**src/rtl/regfile_pkg.sv**
```systemverilog
// Shared parameters and FSM state type for the register-file dump engine.
package regfile_pkg;

  localparam int unsigned DW = 32;
  localparam int unsigned AW = 5;

  typedef enum logic [2:0] {
    IDLE,
    READ,
    SEND0,
    SEND1,
    FIN
  } state_t;

endpackage

```
**src/rtl/regfile_dump_if.sv**
```systemverilog
// Bundle of the dump engine's control, register-file read and stream signals.
interface regfile_dump_if #(
  parameter int unsigned DW = regfile_pkg::DW,
  parameter int unsigned AW = regfile_pkg::AW
);

  logic          start;
  logic [AW-1:0] lo;
  logic [AW-1:0] hi;
  logic [AW-1:0] rna;
  logic [AW-1:0] rnb;
  logic [DW-1:0] qa;
  logic [DW-1:0] qb;
  logic [DW-1:0] dout;
  logic [AW-1:0] dnum;
  logic          dvalid;
  logic          dready;
  logic          busy;
  logic          done;

  // Requester / register file / stream sink side
  modport master (
    output start, lo, hi, qa, qb, dready,
    input  rna, rnb, dout, dnum, dvalid, busy, done
  );

  // Dump engine side
  modport slave (
    input  start, lo, hi, qa, qb, dready,
    output rna, rnb, dout, dnum, dvalid, busy, done
  );

endinterface

```
**src/rtl/pair_buf.sv**
```systemverilog
// Two-entry holding buffer: snapshots both read ports and presents one entry.
module pair_buf #(
  parameter int unsigned DW = regfile_pkg::DW,
  parameter int unsigned AW = regfile_pkg::AW
) (
  input  logic          clk,
  input  logic          clr,
  input  logic          load,
  input  logic [DW-1:0] qa,
  input  logic [DW-1:0] qb,
  input  logic [AW-1:0] num_a,
  input  logic [AW-1:0] num_b,
  input  logic          show,
  input  logic          sel,
  output logic [DW-1:0] dout,
  output logic [AW-1:0] dnum
);

  logic [DW-1:0] val0, val1;
  logic [AW-1:0] num0, num1;

  // Capture both read ports on the READ edge; later regfile writes cannot disturb them
  always_ff @(posedge clk or posedge clr) begin
    if (clr) begin
      val0 <= '0;
      val1 <= '0;
      num0 <= '0;
      num1 <= '0;
    end else if (load) begin
      val0 <= qa;
      val1 <= qb;
      num0 <= num_a;
      num1 <= num_b;
    end
  end

  // Present the selected entry while streaming, zero otherwise
  always_comb begin
    dout = '0;
    dnum = '0;
    if (show) begin
      dout = sel ? val1 : val0;
      dnum = sel ? num1 : num0;
    end
  end

endmodule

```
**src/rtl/regfile_dump.sv**
```systemverilog
// Register-range dump engine: reads two registers per pass and streams them
// in ascending order over a valid/ready channel.
module regfile_dump #(
  parameter int unsigned DW = regfile_pkg::DW,
  parameter int unsigned AW = regfile_pkg::AW
) (
  input logic           clk,
  input logic           clr,
  regfile_dump_if.slave bus
);

  import regfile_pkg::*;

  // One extra pointer bit so hi = max register terminates without wrapping
  localparam int unsigned PW = AW + 1;

  state_t        state, state_nx;
  logic [PW-1:0] n, n_nx;
  logic [PW-1:0] limit, limit_nx;
  logic          load;
  logic          show;
  logic          sel;

  // State, pointer and limit registers
  always_ff @(posedge clk or posedge clr) begin
    if (clr) begin
      state <= IDLE;
      n     <= '0;
      limit <= '0;
    end else begin
      state <= state_nx;
      n     <= n_nx;
      limit <= limit_nx;
    end
  end

  // Next-state, pointer advance and buffer load decisions
  always_comb begin
    state_nx = state;
    n_nx     = n;
    limit_nx = limit;
    load     = 1'b0;
    case (state)
      IDLE: begin
        if (bus.start) begin
          if (bus.lo <= bus.hi) begin
            n_nx     = {1'b0, bus.lo};
            limit_nx = {1'b0, bus.hi};
            state_nx = READ;
          end else begin
            state_nx = FIN;
          end
        end
      end
      READ: begin
        load     = 1'b1;
        state_nx = SEND0;
      end
      SEND0: begin
        if (bus.dready) begin
          state_nx = ((n + PW'(1)) <= limit) ? SEND1 : FIN;
        end
      end
      SEND1: begin
        if (bus.dready) begin
          n_nx     = n + PW'(2);
          state_nx = ((n + PW'(2)) <= limit) ? READ : FIN;
        end
      end
      FIN: begin
        state_nx = IDLE;
      end
      default: begin
        state_nx = IDLE;
      end
    endcase
  end

  // Status, stream-valid and read-port addressing derived from state
  always_comb begin
    bus.busy   = (state != IDLE);
    bus.done   = (state == FIN);
    bus.dvalid = (state == SEND0) || (state == SEND1);
    show       = bus.dvalid;
    sel        = (state == SEND1);
    bus.rna    = '0;
    bus.rnb    = '0;
    // n is stable from READ through SEND1, so the read numbers hold without extra registers
    if ((state == READ) || (state == SEND0) || (state == SEND1)) begin
      bus.rna = n[AW-1:0];
      bus.rnb = n[AW-1:0] + AW'(1);
    end
  end

  pair_buf #(
    .DW(DW),
    .AW(AW)
  ) u_pair_buf (
    .clk   (clk),
    .clr   (clr),
    .load  (load),
    .qa    (bus.qa),
    .qb    (bus.qb),
    .num_a (bus.rna),
    .num_b (bus.rnb),
    .show  (show),
    .sel   (sel),
    .dout  (bus.dout),
    .dnum  (bus.dnum)
  );

endmodule

```
**src/flat_wrapper.sv**
```systemverilog
// flat-port wrapper written by rule: the top's interface ports become plain ports
module regfile_dump_flat import regfile_pkg::*;
#(
  parameter int unsigned DW = regfile_pkg::DW,
  parameter int unsigned AW = regfile_pkg::AW
)
  (clk, clr, bus_start, bus_lo, bus_hi, bus_qa, bus_qb, bus_dready, bus_rna, bus_rnb, bus_dout, bus_dnum, bus_dvalid, bus_busy, bus_done);
  regfile_dump_if #(.DW(DW), .AW(AW)) bus_i ();
  input logic clk;
  input logic clr;
  input wire logic [$bits(bus_i.start)-1:0] bus_start;
  input wire logic [$bits(bus_i.lo)-1:0] bus_lo;
  input wire logic [$bits(bus_i.hi)-1:0] bus_hi;
  input wire logic [$bits(bus_i.qa)-1:0] bus_qa;
  input wire logic [$bits(bus_i.qb)-1:0] bus_qb;
  input wire logic [$bits(bus_i.dready)-1:0] bus_dready;
  output wire logic [$bits(bus_i.rna)-1:0] bus_rna;
  output wire logic [$bits(bus_i.rnb)-1:0] bus_rnb;
  output wire logic [$bits(bus_i.dout)-1:0] bus_dout;
  output wire logic [$bits(bus_i.dnum)-1:0] bus_dnum;
  output wire logic [$bits(bus_i.dvalid)-1:0] bus_dvalid;
  output wire logic [$bits(bus_i.busy)-1:0] bus_busy;
  output wire logic [$bits(bus_i.done)-1:0] bus_done;
  assign bus_i.start = bus_start;
  assign bus_i.lo = bus_lo;
  assign bus_i.hi = bus_hi;
  assign bus_i.qa = bus_qa;
  assign bus_i.qb = bus_qb;
  assign bus_i.dready = bus_dready;
  assign bus_rna = bus_i.rna;
  assign bus_rnb = bus_i.rnb;
  assign bus_dout = bus_i.dout;
  assign bus_dnum = bus_i.dnum;
  assign bus_dvalid = bus_i.dvalid;
  assign bus_busy = bus_i.busy;
  assign bus_done = bus_i.done;
  regfile_dump #(.DW(DW), .AW(AW)) u_core (.clk(clk), .clr(clr), .bus(bus_i));
endmodule
```
**config.mk**
```make
export PLATFORM = sky130hd
export DESIGN_NAME = regfile_dump_flat
export DESIGN_NICKNAME = d
export VERILOG_FILES = /design/src/rtl/regfile_pkg.sv /design/src/rtl/regfile_dump_if.sv /design/src/rtl/pair_buf.sv /design/src/rtl/regfile_dump.sv /design/src/flat_wrapper.sv
export SDC_FILE = /design/constraint.sdc
export NUM_CORES = 1
export LEC_CHECK = 0
export BUFFER_PORTS_ARGS = -buffer_cell sky130_fd_sc_hd__buf_2
export CAP_MARGIN = 20
export CORE_MARGIN = 8
export CORE_UTILIZATION = 50
export DETAILED_ROUTE_END_ITERATION = 12
export PLACE_DENSITY = 0.77
export REMOVE_ABC_BUFFERS = 1
export SETUP_SLACK_MARGIN = 0.02
export SKIP_CTS_REPAIR_TIMING = 1
export SLEW_MARGIN = 25
export SYNTH_ARGS = -nofsm -noshare
export SYNTH_HDL_FRONTEND = slang
export SYNTH_SLANG_ARGS = --single-unit
```
**constraint.sdc**
```tcl
create_clock -name clk -period 3.2 [get_ports clk]
set_input_delay 0.16 -clock clk [delete_from_list [all_inputs] [get_ports clk]]
set_output_delay 0.16 -clock clk [all_outputs]
set_load 0.005 [all_outputs]
```
# Word-level counts from Yosys, hierarchy flattened
# Cells that the tools add are included.
# word_totals
out_inout_bits,50
wordCells,48
inputBits,78
register_bits,88
# op_classes
addsub,3
mux,18
reduce_logical,9
n_lt_le_gt_ge,3
n_eq_ne,8
# op_table
op,n
$mux 32,2
$mux 5,4
$mux 3,6
$mux 6,3
$le 6x5->1,2
$pmux 3 s4,1
$pmux 6 s2,1
$add 6x1->6 const B,1
$add 6x2->6 const B,1
$eq 3x2->1 const B,2
$ne 2x2->1 const B,3
$reduce_and 3->1,2
$add 5x1->5 const B,1
$le 5x5->1,1
$reduce_and 4->1,1
$eq 3x1->1 const B,1
$eq 3x3->1 const B,1
$logic_not 3->1,1
$logic_or 1x1->1,3
$reduce_bool 3->1,1
$ne 2x1->1 const B,1
$reduce_bool 2->1,1
$mux 1,1

# Longest topological paths before layout
# Gate-level depths: netlist (run 1).
# depth
ltp_word,5
depth_mapped,10
ltp_nobuf,10

# Cells and area by module
# Synthesis (run 1) repeated with hierarchy kept, for this count alone.
# hier_totals
hier_cells,382
hier_area_um2,4914.7
# modules_own_cells
module,area_each_um2,cells_each,seq_area_each_um2,instances
pair_buf,3667.3,238,1851.8,1
regfile_dump,1247.4,144,350.3,1

# Worst setup path after synthesis (run 1)
# Ideal clock, no wire load.
# synth_path
path_type,reg-to-reg
startpoint,register u_core.n[1]
endpoint,register u_core.state[0]
stages_incl_launch_ff,11
period_less_slack_ns,2.137
n_path_buf,0
required_time_ns,3.072
arrival_ns,2.010
setup_time_ns,0.128
path_slack_ns,1.063
cell_sequence,dfrtp_1 -> ha_1 -> nand2_1 -> xor2_1 -> inv_1 -> ha_1 -> nand3_1 -> o21bai_1 -> a21oi_1 -> a2bb2oi_1 -> o22ai_1
# synth_between
elab_chain_len,5
word_cells_on_any_way,9
cone_classes,2 x add/sub; 2 x order compare; 5 x mux
# synth_rtl
element,line_no,text
"start, declared",regfile_dump.sv:18,"logic [PW-1:0] n, n_nx;"
"start signal, assigned",regfile_dump.sv:32,n <= n_nx;
$add 6x2->6 / $add 6x1->6 (equally long branches),"regfile_dump.sv:67, regfile_dump.sv:61",
"$le 6x5->1, on equally long branches","regfile_dump.sv:67, regfile_dump.sv:61",
"$mux 3, on equally long branches","regfile_dump.sv:67, regfile_dump.sv:61",
"$mux 3, on equally long branches","regfile_dump.sv:65, regfile_dump.sv:60",
$pmux 3 s4 (*),regfile_dump.sv:43,case (state)
"end signal, assigned",regfile_dump.sv:31,state <= state_nx;
"end, declared",regfile_dump.sv:17,"state_t state, state_nx;"
# Mark *: on every way between the ends. The rest lies on a longest branch, timed or not. The select of a mux whose other input is x is not followed.
# A chain may end at the register's enable or synchronous reset.

# Worst setup path after layout (run 1)
# layout_path
startpoint,register u_core.n[0]
endpoint,register u_core.state[0]
# Same word-level chain as after synthesis.

==> out/metrics.cfg, run 1 <==
[worst_setup_path]
required_ps=3410
setup.worst_path.end_class=register
slowest_stage=dfrtp_1
max_stage_delay_ps=480
r2r-start=u_core.n[0]
crit_arrival_ps=2720
r2r_cells=10
critPathKind=reg -> reg
cp_max_fo=8
reg2reg_setup_slack_ps=690
worstPathCellList=ha_1 -> nand3_1 -> xor2_1 -> inv_1 -> ha_1 -> nand3_1 -> o21bai_1 -> a21oi_1 -> a2bb2oi_1 -> o22ai_1
critPathLaunchType=register
rr_endpoint=u_core.state[0]

[floorplanning]
pin_count=128
fp.dieArea_sq_um=12600
die_x_um=112
core_region_area_sq_um=9110
die_y_um=112
start_util_pct=50.9
rows=35

[placement]
gp_congestion=0.911
placed_area_sq_um=5360
dp_hpwl_um=8430
numPortBuffers=127
dpl.cell_count=626

[clock_tree]
clk_pin_slew_worst_paths_ps=100
cts-htree-levels=3
clkSinkCount=88
clk_path_buf_depth=2
clockRootBuffer=clkbuf_8
numCtsBuffers=9
clock_latency_ps=360
cts_tree=built

[global_routing]
grt_max_degree=46
antenna_found_initial=0
grt_pass1_wl_um=18200
gr-total-overflow=0
track_usage_pct=17.9
grt_pass1_vias=3771

[drt]
routedWlPerCell_um=17.5
wl_um=11200
via_per_inst=5.42
ant_nets=0
drc=0
first_pass_iters=4
drtIter0Drc=138
num_vias=3484

[logic_synthesis]
yosys_warnings=0
synth-main-ff-cell=dfrtp_1
synthArstFlopShare_pct=100
avgSynthCellArea_sq_um=11.5
synth_cells=404
synth_edf_count=0
yosysUniqueCellTypes=48
yosysSeqAreaShare_pct=47.5
synth_seq_cells=88
synth_area_sq_um=4640

[finish]
final_common_cell=buf_2
seq_area_sq_um=2200
nNetsFinal=622
final_cells=643
antenna-diode-count=0
final_area_sq_um=5540
fillCellCount=812
layout_common_cells=buf_2 (127), dfrtp_1 (87), mux2_2 (71)
syn2layout_area_growth_pct=19.6
drive_above_1_share_pct=43.6
multi_input_area_sq_um=2260

[sta]
drv_slew=0
timing.slew.headroom_pct=62.5
fin_crit_sh_pct=78.4
fmaxAchievable_ghz=0.399
post-route-min-period_ps=2510
tightest_slew_ps=563
rsz0062_at_grt=false
finClkSkew_ps=15.2
hold_viol=0
setup_viol=0

[worst_hold_path]
hp-start=bus_qb[9]
hold_path.class=in -> reg
min_to=u_core.u_pair_buf.val1[9]
holdPathStages=2

[run_status]
status=finished, final reports clean

[power_and_ir_drop]
power-per-cell-area_nw_per_um2=990
p_leak_nw=2.73
peakVddDrop_uv=477

[run]
cap_violations=0

==> layout make-up <==
| type | count | area share, % |
|---|---|---|
| flip-flops and latches | 88 | 39.7 |
| multi-input cells | 275 | 40.7 |
| clock buffers | 10 | 2.30 |
| well taps | 111 | 2.51 |
| inverters | 18 | 1.24 |
| repair buffers | 135 | 12.6 |
| clock inverters | 6 | 0.903 |
==> worst max-delay path by stage <==
stage,endpoint,slack (ps),depth (start not counted),start
floorplan,u_core.u_pair_buf.num0[0],-2040,2,u_core.state[0]
global placement,u_core.state[0],860,10,u_core.n[1]
detailed placement,u_core.state[0],760,10,u_core.n[0]
CTS,u_core.state[0],720,10,u_core.n[0]
global route,u_core.state[0],440,10,u_core.n[2]
finish,u_core.state[0],690,10,u_core.n[0]
==> power breakdown <==
| part | internal, mW | switching, mW |
|---|---|---|
| clock | 0.292 | 0.415 |
| combinational | 1.40 | 1.32 |
| sequential | 1.68 | 0.376 |
==> cells in the mapped netlist, drive strengths merged, types with 4 or more instances <==
cell type | n | area (sq um)
o21ai | 4 | 20.0
xnor2 | 4 | 35.0
buf | 18 | 98.8
mux2 | 71 | 800
clkbuf | 5 | 18.8
nor3b | 5 | 42.5
inv | 18 | 67.6
nand3 | 7 | 40.0
nand2 | 13 | 48.8
and2 | 5 | 31.3
ha | 17 | 213
dfrtp | 88 | 2200
mux2i | 44 | 440
nor2 | 53 | 199
a21oi | 12 | 71.3
==> per-stage QoR <==
step	utilization, %	TNS [ps]	hold slack (ps)	power [mW]	setup WS [ps]
after global placement	58.8	0	196	4.67	857
after CTS	60.8	0	-206	5.54	722
after floorplan	-	-152410	268	4.00	-2040
after global routing	60.9	0	15.8	5.92	439
after detailed placement	58.8	0	193	4.83	761
final	60.9	0	26.1	5.49	691
==> cell families after synthesis <==
family | count (synthesis) | share of synthesized area (%)
buf+inv | 41 | 3.99
fa+ha+maj | 17 | 4.59
flops | 88 | 47.5
simple gates | 100 | 10.5
xor+xnor | 7 | 1.32
mux | 115 | 26.7
compound gates | 36 | 5.32
==> per-layer routing <==
| metal | global-route usage (%) | vias up | wire length [um] |
|---|---|---|---|
| li1 | - | 1651 | - |
| met1 | 19.8 | 1678 | 4460 |
| met2 | 30.8 | 120 | 5680 |
| met3 | 4.13 | 35 | 632 |
| met4 | 11.1 | 0 | 461 |
| met5 | 0 | - | 0 |
==> registers in the layout, indices dropped and copies added, names as in the netlist <==
register and cells:
u_core.limit 5, u_core.n 6, u_core.state 3, u_core.u_pair_buf.num0 5
u_core.u_pair_buf.num1 5, u_core.u_pair_buf.val0 32, u_core.u_pair_buf.val1 32
==> worst max-delay path, delay by kind of cell, from the launching register on <==
kind / cells / cell delay, ps
AO/OA/AOI/OAI: 4 / 750
adder cells (fa/ha/maj): 2 / 570
AND/OR/NAND/NOR: 2 / 210
buffers and inverters: 1 / 90
flip-flops: 1 / 480
XOR/XNOR: 1 / 280
Power figures use the tool's default switching activity.
==> inputs of run 2 (changes only) <==
- CORE_UTILIZATION: 50 -> 48
- clock period: 3.2 -> 2.12 ns (I/O delays scaled with it)
==> out/metrics.cfg, run 2 (synthesis results as in run 1) <==
[floorplanning]
start_util_pct=48.3
die_x_um=114
fp.dieArea_sq_um=13100
pin_count=128
core_region_area_sq_um=9590
die_y_um=114
rows=36

[drt]
ant_nets=0
drtIter0Drc=143
routedWlPerCell_um=17.3
num_vias=3846
first_pass_iters=5
drc=0
via_per_inst=5.15
wl_um=12900

[power_and_ir_drop]
internal_power_mw=5.58
p_clk_share_pct=11.8
peakVddDrop_uv=628
switching_share_pct=38.5
power_mw=9.07
seqPwrFrac_pct=33.9
p_sw_mw=3.49
power-per-cell-area_nw_per_um2=1400
p_leak_nw=3.10
combPwrFrac_pct=54.3

[global_routing]
grt_pass1_wl_um=18400
gr-total-overflow=0
track_usage_pct=17.6
grt_max_degree=89
grt_pass1_vias=3775
antenna_found_initial=1

[worst_setup_path]
setup.worst_path.end_class=register
cp_num_buf_inv=0
critPathKind=reg -> reg
cp_top_family=compound AO/OA/AOI/OAI gates
slowest_stage=dfrtp_1
worstPathCellList=nand3_1 -> xnor2_2 -> ha_1 -> a21o_1 -> mux2i_1 -> a21oi_1 -> o31a_1 -> o22ai_1
critPathLaunchType=register
required_ps=2390
max_stage_delay_ps=500
cp_max_fo=6
reg2reg_setup_slack_ps=70
crit_arrival_ps=2330

[worst_hold_path]
hold_path.class=in -> reg

[sta]
timing.slew.headroom_pct=66.6
setup_viol=0
finClkSkew_ps=22.3
rsz0062_at_grt=true
fin_crit_sh_pct=96.9
post-route-min-period_ps=2050
hold_viol=0
drv_slew=0
tightest_slew_ps=500
fmaxAchievable_ghz=0.487

[clock_tree]
numCtsBuffers=9
cts_tree=built
cts-htree-levels=3
clockRootBuffer=clkbuf_8
clk_pin_slew_worst_paths_ps=100
clock_latency_ps=360
clk_path_buf_depth=2
clkSinkCount=88

[finish]
drive_above_1_share_pct=43.1
syn2layout_area_growth_pct=39.5
nNetsFinal=703
layout_common_cells=buf_2 (127), dfrtp_1 (87), mux2_2 (71)
fillCellCount=711
reg_top3=u_core.u_pair_buf.val0 x32, u_core.u_pair_buf.val1 x32, u_core.n x6
final_common_cell=buf_2
final_cells=747

[placement]
dp_hpwl_um=8390
dpl.cell_count=663
gp_congestion=0.900
numPortBuffers=127

[run]
cap_violations=0

[run_status]
status=finished, final reports clean

## run 2: area by class of cell
type,count,area [sq um],area share [%]
Clock buffer,10,128,1.97
Clock inverter,6,50.0,0.774
Tap cell,133,166,2.57
Timing Repair Buffer,216,1490,23.1
Antenna cell,1,2.50,0.0387
Inverter,18,68.8,1.06
Sequential cell,88,2200,34.1
Multi-Input combinational cell,275,2360,36.4
## run 2: layer usage
metal	wire length [um]	GRT usage, %	up-vias
met3	518	3.85	35
met4	448	6.48	0
met1	5050	20.0	1883
met5	0	0	-
li1	-	-	1812
met2	6870	31.7	116
## run 2: final timing paths
kind / from / end / cells past startpoint
max reg2reg: u_core.n[3] / u_core.state[0] / 8
max: u_core.n[3] / u_core.state[0] / 8
min reg2reg: u_core.u_pair_buf.val0[9] / u_core.u_pair_buf.val0[9] / 1
min in group asynchronous: clr / u_core.u_pair_buf.val1[31] / 4
min: bus_hi[3] / u_core.limit[3] / 3
max in group asynchronous: clr / u_core.u_pair_buf.num1[0] / 4
## run 2: per-stage QoR
| stage | util, % | hold WS (ps) | TNS (ps) | cell area [sq um] | setup slack [ps] |
|---|---|---|---|---|---|
| after floorplan | - | 214 | -261590 | 4520 | -3120 |
| after global placement | 57.6 | 242 | 0 | 5520 | 6.45 |
| after detailed placement | 57.6 | 253 | -189 | 5520 | -95.1 |
| after CTS | 59.4 | -145 | -253 | 5700 | -108 |
| after global routing | 67.4 | 7.86 | -24.7 | 6470 | -16.2 |
| final | 67.4 | 7.70 | 0 | 6470 | 66.6 |
## run 2: worst reg2reg max path, cell delays in order (launching register included)
cell,delay [ps]
dfrtp_1,500
nand3_1,160
xnor2_2,170
ha_1,310
a21o_1,170
mux2i_1,180
a21oi_1,90
o31a_1,250
o22ai_1,150
## run 2: power by group through the flow
stage / registers, mW / clock network (mW) / logic (mW)
5_1_grt: 3.19 / 1.18 / 5.39
3_3_place_gp: 3.00 / 0 / 4.31
4_1_cts: 3.04 / 1.09 / 4.46
2_1_floorplan: 3.07 / 0 / 2.96
3_5_place_dp: 3.08 / 0 / 4.43
6_report: 3.07 / 1.07 / 4.93
==> inputs of run 3 (changes only) <==
- CORE_MARGIN: 8 -> 2
==> out/metrics.cfg, run 3 (synthesis results as in run 1) <==
[power_and_ir_drop]
power-per-cell-area_nw_per_um2=1440
peakVddDrop_uv=743
p_leak_nw=3.13

[placement]
preCtsSetupSlack_ps=-177
placed_area_sq_um=5510
dp_hpwl_um=7550
gp_congestion=0.863
numPortBuffers=127

[drt]
ant_nets=0
wl_um=12000
via_per_inst=5.13
num_vias=3809
first_pass_iters=4
routedWlPerCell_um=16.2
drtIter0Drc=105
drc=0

[worst_setup_path]
crit_arrival_ps=2300
critPathKind=reg -> reg
required_ps=2360
slowest_stage=dfrtp_1
worstPathCellList=ha_2 -> nand3_2 -> xor2_2 -> inv_2 -> ha_4 -> nand3_4 -> o21bai_4 -> a21oi_4 -> a2bb2oi_2 -> o22ai_1
setup.worst_path.end_class=register
cp_max_fo=4
critPathLaunchType=register
max_stage_delay_ps=430

[sta]
fin_setup_tns_ps=0
fin_crit_sh_pct=97.1
drv_slew=0
timing.slew.headroom_pct=59.9
tightest_slew_ps=601
fmaxAchievable_ghz=0.486
setup_viol=0
finClkSkew_ps=12.2
fin_ws_ps=60.6
hold_viol=0
post-route-min-period_ps=2060

[clock_tree]
numCtsBuffers=9
cts-htree-levels=3
clk_path_buf_depth=2
cts_tree=built
clk_pin_slew_worst_paths_ps=90
clock_latency_ps=360
clkSinkCount=88
clockRootBuffer=clkbuf_8

[run]
cap_violations=0

[global_routing]
antenna_found_initial=0
track_usage_pct=20.2
gr-total-overflow=0
grt_pass1_wl_um=16500
grt_max_degree=62
grt_pass1_vias=3549

[finish]
antenna-diode-count=0
drive_above_1_share_pct=44.1
reg_top3=u_core.u_pair_buf.val0 x32, u_core.u_pair_buf.val1 x32, u_core.n x6
final_area_sq_um=6550
nNetsFinal=705
layout_common_cells=buf_2 (127), dfrtp_1 (86), mux2_2 (71)
syn2layout_area_growth_pct=41.3
multi_input_area_sq_um=2390
final_common_cell=buf_2
fillCellCount=681
seq_area_sq_um=2200

[floorplanning]
die_x_um=102
core_region_area_sq_um=9280
start_util_pct=49.9
fp.dieArea_sq_um=10500
die_y_um=102
rows=35
pin_count=128

[worst_hold_path]
hold_path.class=in -> reg

[run_status]
status=finished, final reports clean

==> run 3: cell count changes in the layout (fill, tap and decap cells not counted), sizes merged <==
| cell | previous run | this run |
|---|---|---|
| buf | 151 | 153 |
| bufinv | 0 | 2 |
| clkinv | 2 | 4 |
| clkinvlp | 2 | 0 |
| inv | 20 | 18 |
| clkbuf | 10 | 9 |
| diode | 1 | 0 |
==> run 3: metal layers <==
layer	track usage, %	up-vias	part of all wire, %
li1	-	1812	-
met1	25.0	1868	39
met2	34.6	99	55
met3	4.72	30	3.4
met4	7.90	0	2.6
met5	0	-	0
==> run 3: per-stage QoR <==
| stage | util, % | instances | hold slack (ps) | power (mW) |
|---|---|---|---|---|
| final | 70.6 | 743 | 4.67 | 9.44 |
| after floorplan | - | 381 | 214 | 6.03 |
| after detailed placement | 59.3 | 658 | 188 | 7.45 |
| after global routing | 70.6 | 743 | 6.82 | 10.1 |
| after global placement | 59.3 | 658 | 174 | 7.23 |
| after CTS | 61.7 | 673 | -210 | 8.76 |
==> run 3: worst paths after layout <==
| kind | endpoint | cells past startpoint | slack (ps) | start |
|---|---|---|---|---|
| max | u_core.state[0] | 10 | 60 | u_core.n[1] |
| min | u_core.limit[0] | 2 | 5 | bus_hi[0] |
| max reg2reg | u_core.state[0] | 10 | 60 | u_core.n[1] |
| min reg2reg | u_core.u_pair_buf.val0[19] | 1 | 510 | u_core.u_pair_buf.val0[19] |
| max in group asynchronous | u_core.u_pair_buf.val1[2] | 4 | 1020 | clr |
| min in group asynchronous | u_core.u_pair_buf.val1[14] | 3 | 370 | clr |
==> run 3: critical path: cells and delay by family (launching register included) <==
family	cells	cell delay, ps
buffers and inverters	1	60
AOI/OAI and AO/OA	4	580
and+or+nand+nor	2	170
xor gates and xnor gates	1	180
adders and majority gates	2	510
DFF	1	430
==> run 3: power by group <==
part	internal [mW]	leakage, nW	switching, mW
Clock	0.668	0.111	0.610
Sequential	2.55	1.04	0.514
Combinational	2.70	1.98	2.40
==> run 3: cell type report <==
class,count,area share [%]
clock buffers,9,1.89
clock inverters,6,1.43
inverters,18,1.05
multi-input cells,275,36.5
flip-flops and latches,88,33.7
well taps,129,2.46
repair buffers,218,23.0
